==> src/rtl/rp_8bit_encoder.sv <==
// rp_8bit_encoder: AVR instruction encoder for the rp_8bit test environment.
// The encoder takes a symbolic instruction (opcode selector plus operand fields)
// and checks the operands. It then emits the machine code as a stream of
// 16-bit program words, each tagged with a running word address.
//
// Ports:
//   clk, rst             clock (rising edge), asynchronous active-high reset
//   in_vld / in_rdy      instruction handshake
//   in_op                opcode selector (0..30 legal, 31..63 illegal)
//   in_rd, in_rr         destination / source register
//   in_k                 constant, I/O address, displacement or target
//   in_b                 SREG bit index for BRBS/BRBC
//   out_vld / out_rdy    program-word handshake
//   out_dat, out_lst     program word, last-word-of-instruction flag
//   out_adr              word address of out_dat
//   err                  one-cycle pulse after an illegal instruction is accepted
module rp_8bit_encoder #(
    parameter int unsigned AW = 16
) (
    input  logic          clk,
    input  logic          rst,
    input  logic          in_vld,
    output logic          in_rdy,
    input  logic [5:0]    in_op,
    input  logic [4:0]    in_rd,
    input  logic [4:0]    in_rr,
    input  logic [21:0]   in_k,
    input  logic [2:0]    in_b,
    output logic          out_vld,
    input  logic          out_rdy,
    output logic [15:0]   out_dat,
    output logic          out_lst,
    output logic [AW-1:0] out_adr,
    output logic          err
);

    typedef enum logic [1:0] {StEmpty, StOne, StFirst} state_e;

    state_e        state_q, state_d;
    logic [15:0]   dat_q, dat_d;
    logic [15:0]   w2_q, w2_d;
    logic [AW-1:0] adr_q, adr_d;
    logic          err_q, err_d;

    logic          accept;
    logic          consume;

    // Encoder result for the instruction currently on the input side.
    logic [15:0]   enc_w1;
    logic [15:0]   enc_w2;
    logic          enc_two;
    logic          enc_ok;

    // Operand range checks.
    logic          imm_ok;
    logic          io_ok;
    logic          rel12_ok;
    logic          rel7_ok;
    logic          abs16_ok;

    assign imm_ok   = in_rd[4];
    assign io_ok    = ~|in_k[21:6];
    // Sign-representable when all bits above the field match its sign bit.
    assign rel12_ok = (&in_k[21:11]) | ~(|in_k[21:11]);
    assign rel7_ok  = (&in_k[21:6]) | ~(|in_k[21:6]);
    assign abs16_ok = ~|in_k[21:16];

    always_comb begin
        enc_w1  = 16'h0000;
        enc_w2  = 16'h0000;
        enc_two = 1'b0;
        enc_ok  = 1'b1;
        unique case (in_op)
            6'd0:  enc_w1 = 16'h0000;
            6'd1: begin
                enc_w1 = {8'h01, in_rd[4:1], in_rr[4:1]};
                enc_ok = ~in_rd[0] & ~in_rr[0];
            end
            6'd2:  enc_w1 = {6'b000011, in_rr[4], in_rd, in_rr[3:0]};
            6'd3:  enc_w1 = {6'b000111, in_rr[4], in_rd, in_rr[3:0]};
            6'd4:  enc_w1 = {6'b000110, in_rr[4], in_rd, in_rr[3:0]};
            6'd5:  enc_w1 = {6'b001000, in_rr[4], in_rd, in_rr[3:0]};
            6'd6:  enc_w1 = {6'b001001, in_rr[4], in_rd, in_rr[3:0]};
            6'd7:  enc_w1 = {6'b001010, in_rr[4], in_rd, in_rr[3:0]};
            6'd8:  enc_w1 = {6'b001011, in_rr[4], in_rd, in_rr[3:0]};
            6'd9:  enc_w1 = {6'b000101, in_rr[4], in_rd, in_rr[3:0]};
            6'd10: begin
                enc_w1 = {4'b0011, in_k[7:4], in_rd[3:0], in_k[3:0]};
                enc_ok = imm_ok;
            end
            6'd11: begin
                enc_w1 = {4'b1110, in_k[7:4], in_rd[3:0], in_k[3:0]};
                enc_ok = imm_ok;
            end
            6'd12: begin
                enc_w1 = {4'b0101, in_k[7:4], in_rd[3:0], in_k[3:0]};
                enc_ok = imm_ok;
            end
            6'd13: begin
                enc_w1 = {4'b0110, in_k[7:4], in_rd[3:0], in_k[3:0]};
                enc_ok = imm_ok;
            end
            6'd14: begin
                enc_w1 = {4'b0111, in_k[7:4], in_rd[3:0], in_k[3:0]};
                enc_ok = imm_ok;
            end
            6'd15: enc_w1 = {7'b1001010, in_rd, 4'b0011};
            6'd16: enc_w1 = {7'b1001010, in_rd, 4'b1010};
            6'd17: enc_w1 = {7'b1001001, in_rd, 4'b1111};
            6'd18: enc_w1 = {7'b1001000, in_rd, 4'b1111};
            6'd19: begin
                enc_w1 = {5'b10110, in_k[5:4], in_rd, in_k[3:0]};
                enc_ok = io_ok;
            end
            6'd20: begin
                enc_w1 = {5'b10111, in_k[5:4], in_rd, in_k[3:0]};
                enc_ok = io_ok;
            end
            6'd21: begin
                enc_w1 = {4'b1100, in_k[11:0]};
                enc_ok = rel12_ok;
            end
            6'd22: begin
                enc_w1 = {4'b1101, in_k[11:0]};
                enc_ok = rel12_ok;
            end
            6'd23: begin
                enc_w1 = {6'b111100, in_k[6:0], in_b};
                enc_ok = rel7_ok;
            end
            6'd24: begin
                enc_w1 = {6'b111101, in_k[6:0], in_b};
                enc_ok = rel7_ok;
            end
            6'd25: enc_w1 = 16'h9508;
            6'd26: enc_w1 = 16'h9518;
            6'd27: begin
                enc_w1  = {7'b1001010, in_k[21:17], 3'b110, in_k[16]};
                enc_w2  = in_k[15:0];
                enc_two = 1'b1;
            end
            6'd28: begin
                enc_w1  = {7'b1001010, in_k[21:17], 3'b111, in_k[16]};
                enc_w2  = in_k[15:0];
                enc_two = 1'b1;
            end
            6'd29: begin
                enc_w1  = {7'b1001000, in_rd, 4'b0000};
                enc_w2  = in_k[15:0];
                enc_two = 1'b1;
                enc_ok  = abs16_ok;
            end
            6'd30: begin
                enc_w1  = {7'b1001001, in_rd, 4'b0000};
                enc_w2  = in_k[15:0];
                enc_two = 1'b1;
                enc_ok  = abs16_ok;
            end
            default: enc_ok = 1'b0;
        endcase
    end

    // State register.
    always_ff @(posedge clk or posedge rst) begin
        if (rst) begin
            state_q <= StEmpty;
            dat_q   <= 16'h0000;
            w2_q    <= 16'h0000;
            adr_q   <= '0;
            err_q   <= 1'b0;
        end else begin
            state_q <= state_d;
            dat_q   <= dat_d;
            w2_q    <= w2_d;
            adr_q   <= adr_d;
            err_q   <= err_d;
        end
    end

    // Next-state logic.
    always_comb begin
        state_d = state_q;
        dat_d   = dat_q;
        w2_d    = w2_q;
        err_d   = 1'b0;
        adr_d   = adr_q + {{(AW-1){1'b0}}, consume};
        if (accept) begin
            // An accept in ONE always coincides with a consume, so the held
            // word is gone either way; an illegal instruction leaves us empty.
            err_d = ~enc_ok;
            if (enc_ok) begin
                state_d = enc_two ? StFirst : StOne;
                dat_d   = enc_w1;
                w2_d    = enc_w2;
            end else begin
                state_d = StEmpty;
            end
        end else if (consume) begin
            if (state_q == StFirst) begin
                state_d = StOne;
                dat_d   = w2_q;
            end else begin
                state_d = StEmpty;
            end
        end
    end

    // Outputs.
    always_comb begin
        out_vld = (state_q != StEmpty);
        out_lst = (state_q == StOne);
        out_dat = dat_q;
        out_adr = adr_q;
        err     = err_q;
        in_rdy  = (state_q == StEmpty) | ((state_q == StOne) & out_rdy);
        consume = out_vld & out_rdy;
        accept  = in_vld & in_rdy;
    end

endmodule

==> config.mk <==
export PLATFORM = sky130hd
export DESIGN_NAME = rp_8bit_encoder
export DESIGN_NICKNAME = d
export VERILOG_FILES = /design/src/rtl/rp_8bit_encoder.sv
export SDC_FILE = /design/constraint.sdc
export NUM_CORES = 1
export LEC_CHECK = 0
export BUFFER_PORTS_ARGS = -buffer_cell sky130_fd_sc_hd__buf_2
export CAP_MARGIN = 15
export CORE_UTILIZATION = 45
export CTS_CLUSTER_DIAMETER = 200
export DETAILED_ROUTE_END_ITERATION = 7
export GPL_ROUTABILITY_DRIVEN = 0
export MAX_ROUTING_LAYER = met4
export PLACE_DENSITY = 0.65
export SYNTH_ARGS = -nofsm -noshare
export SYNTH_HDL_FRONTEND = slang
export SYNTH_SLANG_ARGS = --single-unit
==> constraint.sdc <==
create_clock -name clk -period 6.3 [get_ports clk]
set_clock_uncertainty 0.1 [all_clocks]
set_input_delay 0.63 -clock clk [delete_from_list [all_inputs] [get_ports clk]]
set_output_delay 0.63 -clock clk [all_outputs]
set_load 0.02 [all_outputs]
==> results of run 1 <==
synthesized netlist by cell type (3+ instances only):
cell      number
a31oi_1        8
clkbuf_1      12
a41oi_1        3
o21ai_1        3
nand4_1        7
o21ai_0       28
and2_1         4
a221o_1        3
a22oi_1        8
mux2_2         6
nor4_1         3
and3_1         4
nand3b_1       6
nor3_1         9
a222oi_1       4
or2_2          3
nand3_1       11
nor2b_1        9
dfrtp_1       51
nor2_1        26
a221oi_1       6
o31ai_1        7
a21oi_1       19
xnor2_1       12
inv_1          7
mux2_4         8
o211ai_1       4
buf_2         11
xor2_1         4
buf_1          4
a211oi_1       5
nand2_1       67
nand2b_1       9
cell type report:
cell class	instances	area (sq um)	share of cell area
multi-input cells	328	2110	0.522
well taps	102	128	0.0315
clock inverters	2	13.8	0.00340
flip-flops and latches	51	1280	0.315
clock buffers	5	68.8	0.0170
repair buffers	83	423	0.104
inverters	7	26.3	0.00649
cells by family (layout without fill, tap and decap cells):
kind of cell,Yosys count,after routing,share of synthesized area
DFF,51,51,0.360
AOI/OAI and AO/OA,122,122,0.245
and+or+nand+nor,172,172,0.242
xor gates and xnor gates,16,16,0.0395
muxes,16,16,0.0585
buffers and inverters,37,97,0.0483
adders and majority gates,2,2,0.00705
registers in the layout, indices dropped and copies added (netlist names):
register and cells:
out_dat 16, out_adr 16, err 1, state_q 2, w2_q 16
how the worst max path moves through the flow:
| stage | start | end | slack, ns | cells past startpoint |
|---|---|---|---|---|
| floorplan | in_op[1] | out_dat[0]$_DFFE_PP0P_ | 3.52 | 10 |
| global placement | in_op[3] | out_dat[13]$_DFFE_PP0P_ | 2.65 | 8 |
| detailed placement | in_op[3] | out_dat[11]$_DFFE_PP0P_ | 2.56 | 8 |
| CTS | in_op[3] | out_dat[11]$_DFFE_PP0P_ | 2.88 | 8 |
| global route | in_op[3] | out_dat[10]$_DFFE_PP0P_ | 2.63 | 8 |
| finish | in_op[3] | out_dat[11]$_DFFE_PP0P_ | 2.80 | 8 |
worst max-delay path, delay by kind of cell:
kind	cells	cell delay, ns
AO/OA/AOI/OAI	4	1.35
AND/OR/NAND/NOR	2	0.72
buffers and inverters	1	0.47
multiplexers	1	0.41
metal layers:
metal	part of all wire	vias to the layer above	wire length, microns	GRT usage
li1	-	1647	-	-
met2	0.49	153	4920	0.423
met3	0.065	18	652	0.0328
met5	0	-	0	-
met1	0.43	1647	4310	0.328
met4	0.021	0	214	0.0780
power by group:
group          leakage [nW]  switching, mW  internal (mW)
Sequential            0.686         0.0512          0.396
Combinational          1.04          0.275          0.184
Clock                0.0440          0.106         0.0762
==> run_results.csv, run 1 <==
group,metric,value,unit
floorplanning,start_util,0.462,
floorplanning,die_h,90.8,microns
run_status,status,"complete, no violations",
final_layout,layout_common_cells,"80 x buf_2, 67 x nand2_1, 51 x dfrtp_1",
pwr,power-per-cell-area,269,nW/um^2
setup_path,worstPathMaxFanout,40,
final_layout,stdcell_count,578,
pwr,total_power,1.09,mW
final_layout,n_antenna_cell,0,
final_layout,n_fill_cell,773,
grt,antenna_found_initial,0,
place,io_buffers,80,
setup_path,r2r-end,"out_dat[4]$_DFFE_PP0P_",
synth,synth_area_leaders,"dfrtp_1 36%, nand2_1 7.1%, o21ai_0 3.9%",
clocking,cts_root_buf,"clkbuf_8",
grt,grt_util_all_layers,0.256,
grt,grt_start_max_net_pins,52,
worst_hold_path,hp-start,"out_adr[15]$_DFF_PP0_",
clocking,htreeDepth,2,
final_layout,finish.instance_area,4050,sq um
clocking,post_cts_resize_count,0,
worst_hold_path,hold_path_depth,1,
pwr,ir_drop,0.145,mV
sta,hold-worst-slack,0.374,ns
sta,period_minus_slack,3.50,ns
setup_path,slowest_stage,"a21oi_1",
clocking,cts_tree,"yes",
pwr,total_leakage_power,1.77,nW
flow_run,drv_cap,0,
floorplanning,core,7690,sq um
synth,synthArstFlopShare,1.00,
sta,worstMarginPinSlew,0.957,ns
place,hpwl,7480,microns
sta,setup_violations,0,
place,placed_area,3970,sq um
setup_path,worst-setup-path-type,"in2reg",
grt,grt_overflow,0,
floorplanning,die-area,8250,sq um
final_layout,syn_to_final_growth,14.1,%
synth,synth_nets,463,
setup_path,rrSetupSlack,3.79,ns
setup_path,arrival,3.59,ns
setup_path,path_cells,"buf_2, or4b_1, a21oi_1, o2111ai_1, nand2_1, o31ai_4, o221ai_4, mux2_2",
setup_path,crit_path_max_incr_delay,0.72,ns
drt,wl_per_cell,17.5,microns
clocking,cts_buffer_depth,2,
synth,synthCells,416,
sta,final_max_slew_viol_count,0,
worst_hold_path,min_path_type,"reg2reg",
final_layout,finalNetCount,523,
clocking,cts_buffers,5,
setup_path,endpoint_kind,"flip-flop",
setup_path,reg2reg_depth,6,
clocking,clkSinkCount,51,
clocking,clock_latency,0.30,ns
grt,grt_pass1_wl,16400,microns
sta,period_share,0.556,
place,dp_cells,571,
synth,synth.distinct_cells,65,
setup_path,crit_path_start_kind,"input port",
sta,final-hold-violation-count,0,
drt,avgViaCountPerCell,5.99,
floorplanning,io_pins,81,
synth,synth-seq-cells,51,
final_layout,drive_gt1_frac,0.242,
clocking,clkTransAtPathRegs,0.09,ns
sta,setup_slack,2.80,ns
clocking,postCtsSetupRepairBufs,0,
drt,drt_pass1_iterations,6,
setup_path,required,6.39,ns
drt,antenna_left,0,
clocking,cts_hold_buf,0,
drt,remaining_drc_errors,0,
setup_path,r2r-start,"state_q[1]$_DFFE_PP0P_",
synth,synth_top_area_frac,0.360,
drt,routed_wl,10100,microns
synth,synth_warnings,0,
floorplanning,rows,32,
sta,rsz0062_at_grt,"no",
drt,drtIter0Drc,249,
place,post-place-ws,2.56,ns
final_layout,final_util,0.527,
sta,tns,0,ns
grt,grt_pass1_vias,3341,
synth,syn_avg_cell_area,8.53,sq um
sta,slew_headroom,0.353,
synth,yosysTopAreaCell,"dfrtp_1",
worst_hold_path,hold_path_end,"out_adr[15]$_DFF_PP0_",
drt,num_vias,3465,
sta,max_freq,285,MHz
synth,ys_seq_area_frac,0.360,
synth,yosys_most_used_dff,"dfrtp_1",
synth,synth_edf_count,0,
final_layout,layout_commonest_cell,"buf_2",
synth,syn_area,3550,sq um
floorplanning,dieWidth,90.8,microns
Power figures use the tool's default switching activity.
==> inputs of run 2 (changes only) <==
- ABC_AREA: unset -> 1
- PLACE_DENSITY: 0.65 -> 0.66
- clock period: 6.3 -> 3.1 ns (I/O delays scaled with it)
==> run 2 against run 1 <==
  * Worst hold slack lost 0.21 ns
  * Total power grew 75%
  * Via count is 50% higher
  * Critical path type is now reg2reg
  * Count of clock-buffer cells in the layout unchanged
  * Largest power group is now sequential cells
  * Final cell count rose by 70%
  * Design area rose by 29%
  * Worst setup slack worse by 2.1 ns
  * Non-clock buffer count grew 10
  * Largest cell class unchanged
  * Clock power grew to 2.6 times the previous value
  * Synthesized cell count up 88%
  * Global-route usage grew 2.7 points
==> run_results.csv, run 2 <==
group,metric,value,unit
run_status,status,"complete, no violations",
sta,final-hold-violation-count,0,
clocking,cts_hold_buf,0,
setup_path,endpoint_kind,"flip-flop",
setup_path,arrival,2.54,ns
drt,antenna_left,0,
synth,synth_nets,829,
sta,slew_headroom,0.367,
drt,avgViaCountPerCell,5.31,
sta,setup_slack,0.672,ns
clocking,cts_tree,"yes",
synth,synth_warnings,0,
place,placed_area,5070,sq um
place,post-place-ws,0.458,ns
drt,drtIter0Drc,322,
pwr,power-per-cell-area,365,nW/um^2
pwr,p_int,1.18,mW
drt,routed_wl,14000,microns
sta,worstMarginPinSlew,0.947,ns
place,hpwl,10700,microns
clocking,htreeDepth,2,
clocking,clock_latency,0.31,ns
setup_path,crit_path_start_kind,"flip-flop",
synth,synth_top_area_frac,0.278,
grt,grt_pass1_vias,4683,
pwr,pwr-share-comb,0.324,
pwr,total_leakage_power,3.12,nW
final_layout,syn_to_final_growth,13.7,%
sta,max_freq,412,MHz
floorplanning,die_h,103,microns
synth,synth-seq-cells,51,
pwr,total_power,1.90,mW
synth,synth_most_common_cell,"nand2_1",
clocking,clkTransAtPathRegs,0.10,ns
synth,ys_seq_area_frac,0.278,
pwr,p_switching,0.722,mW
clocking,post_cts_resize_count,0,
synth,synthCells,782,
grt,grt_overflow,0,
grt,grt_pass1_wl,22700,microns
drt,wl_per_cell,14.3,microns
sta,rsz0062_at_grt,"no",
synth,yosys.area_share.simple,0.571,
setup_path,required,3.21,ns
floorplanning,io_pins,81,
final_layout,n_fill_cell,1068,
final_layout,layout_commonest_cell,"nand2_1",
drt,drt_pass1_iterations,5,
drt,remaining_drc_errors,0,
synth,synth_common_cells,"285 x nand2_1, 148 x nand3_1, 103 x nor2_1, 53 x inv_1, 51 x dfrtp_1",
synth,syn_area,4590,sq um
final_layout,layout_common_cells,"285 x nand2_1, 148 x nand3_1, 102 x nor2_1",
synth,yosysTopAreaCell,"dfrtp_1",
synth,synth_xor_area_frac,0.0267,
grt,antenna_found_initial,0,
floorplanning,rows,36,
synth,synth_top_family_by_area,"simple AND/OR/NAND/NOR gates",
sta,period_minus_slack,2.43,ns
floorplanning,core,9820,sq um
synth,yosys.area_share.adder,0.00546,
synth,synth_edf_count,0,
final_layout,drive_gt1_frac,0.156,
synth,syn_avg_cell_area,5.86,sq um
place,io_buffers,80,
final_layout,finalNetCount,894,
floorplanning,start_util,0.467,
sta,tns,0,ns
floorplanning,dieWidth,103,microns
clocking,cts_root_buf,"clkbuf_8",
clocking,postCtsSetupRepairBufs,0,
sta,period_share,0.783,
worst_hold_path,min_path_type,"in2reg",
final_layout,finish.instance_area,5210,sq um
synth,muxShareOfSynthArea,0,
pwr,clkPwrFrac,0.250,
final_layout,seqCellArea,1280,sq um
pwr,sw_frac_of_total,0.379,
pwr,ir_drop,0.260,mV
synth,synth_compound_area_frac,0.0322,
synth,synth.distinct_cells,32,
clocking,cts_buffers,5,
synth,yosys_most_used_dff,"dfrtp_1",
flow_run,drv_cap,0,
floorplanning,die-area,10600,sq um
pwr,seqPwrFrac,0.426,
synth,synthArstFlopShare,1.00,
synth,synth_area_leaders,"dfrtp_1 28%, nand2_1 23%, nand3_1 16%",
sta,setup_violations,0,
drt,num_vias,5210,
setup_path,worst-setup-path-type,"reg2reg",
grt,grt_util_all_layers,0.283,
clocking,clkSinkCount,51,
final_layout,n_antenna_cell,0,
sta,final_max_slew_viol_count,0,
grt,grt_start_max_net_pins,52,
final_layout,multi_input_area,2920,sq um
setup_path,worstPathMaxFanout,5,
clocking,cts_buffer_depth,2,
[run 2: metrics by stage]
step | hold WS [ns] | instances | utilization
after floorplan | 0.343 | 782 | -
after global placement | 0.352 | 971 | 0.516
after detailed placement | 0.354 | 971 | 0.516
after CTS | 0.158 | 979 | 0.528
after global routing | 0.170 | 981 | 0.531
final | 0.168 | 981 | 0.531
[run 2: area by class of cell]
cell class	count	area share
Clock buffer	5	0.0132
Clock inverter	3	0.00888
Inverter	59	0.0425
Multi-Input combinational cell	637	0.560
Sequential cell	51	0.245
Tap cell	133	0.0319
Timing Repair Buffer	93	0.0984
[run 2: final timing paths]
check	startpoint	to	slack, ns	depth (start not counted)
setup / recovery	state_q[1]$_DFFE_PP0P_	out_adr[14]$_DFF_PP0_	0.67	12
hold / removal	out_rdy	state_q[0]$_DFFE_PP0P_	0.17	4
setup reg to reg	state_q[1]$_DFFE_PP0P_	out_adr[14]$_DFF_PP0_	0.67	12
hold reg to reg	out_dat[12]$_DFFE_PP0P_	out_dat[12]$_DFFE_PP0P_	0.37	2
max in group asynchronous	rst	w2_q[13]$_DFFE_PP0P_	2.04	4
min in group asynchronous	rst	out_adr[12]$_DFF_PP0_	0.37	3
[run 2: worst max-delay path, cell delays in order (launching register included)]
cell and delay (ns):
dfrtp_1 0.42, nor2_1 0.09, nor2_1 0.14, ha_1 0.20
ha_1 0.19, nand3_1 0.12, nor2_1 0.10, nand2_1 0.08
nor3b_1 0.29, nand3_1 0.17, nor2_1 0.19, nand2_1 0.09
xor2_1 0.15
[run 2: cells by family after synthesis]
| family | after synthesis |
|---|---|
| compound gates | 29 |
| xor+xnor | 14 |
| fa+ha+maj | 2 |
| buf+inv | 94 |
| flops | 51 |
| simple gates | 592 |
[run 2: per-layer routing]
metal  track usage  part of all wire
met1         0.362              0.45
met5             -                 0
met3        0.0258             0.057
met2         0.455              0.46
met4         0.122             0.036
[run 2: power groups by stage]
| stage | Sequential, mW | Combinational [mW] | Clock [mW] |
|---|---|---|---|
| after floorplan | 0.910 | 0.321 | 0 |
| after global routing | 0.825 | 0.692 | 0.518 |
| after CTS | 0.811 | 0.612 | 0.489 |
| final | 0.811 | 0.617 | 0.475 |
| after global placement | 0.823 | 0.600 | 0 |
| after detailed placement | 0.824 | 0.610 | 0 |
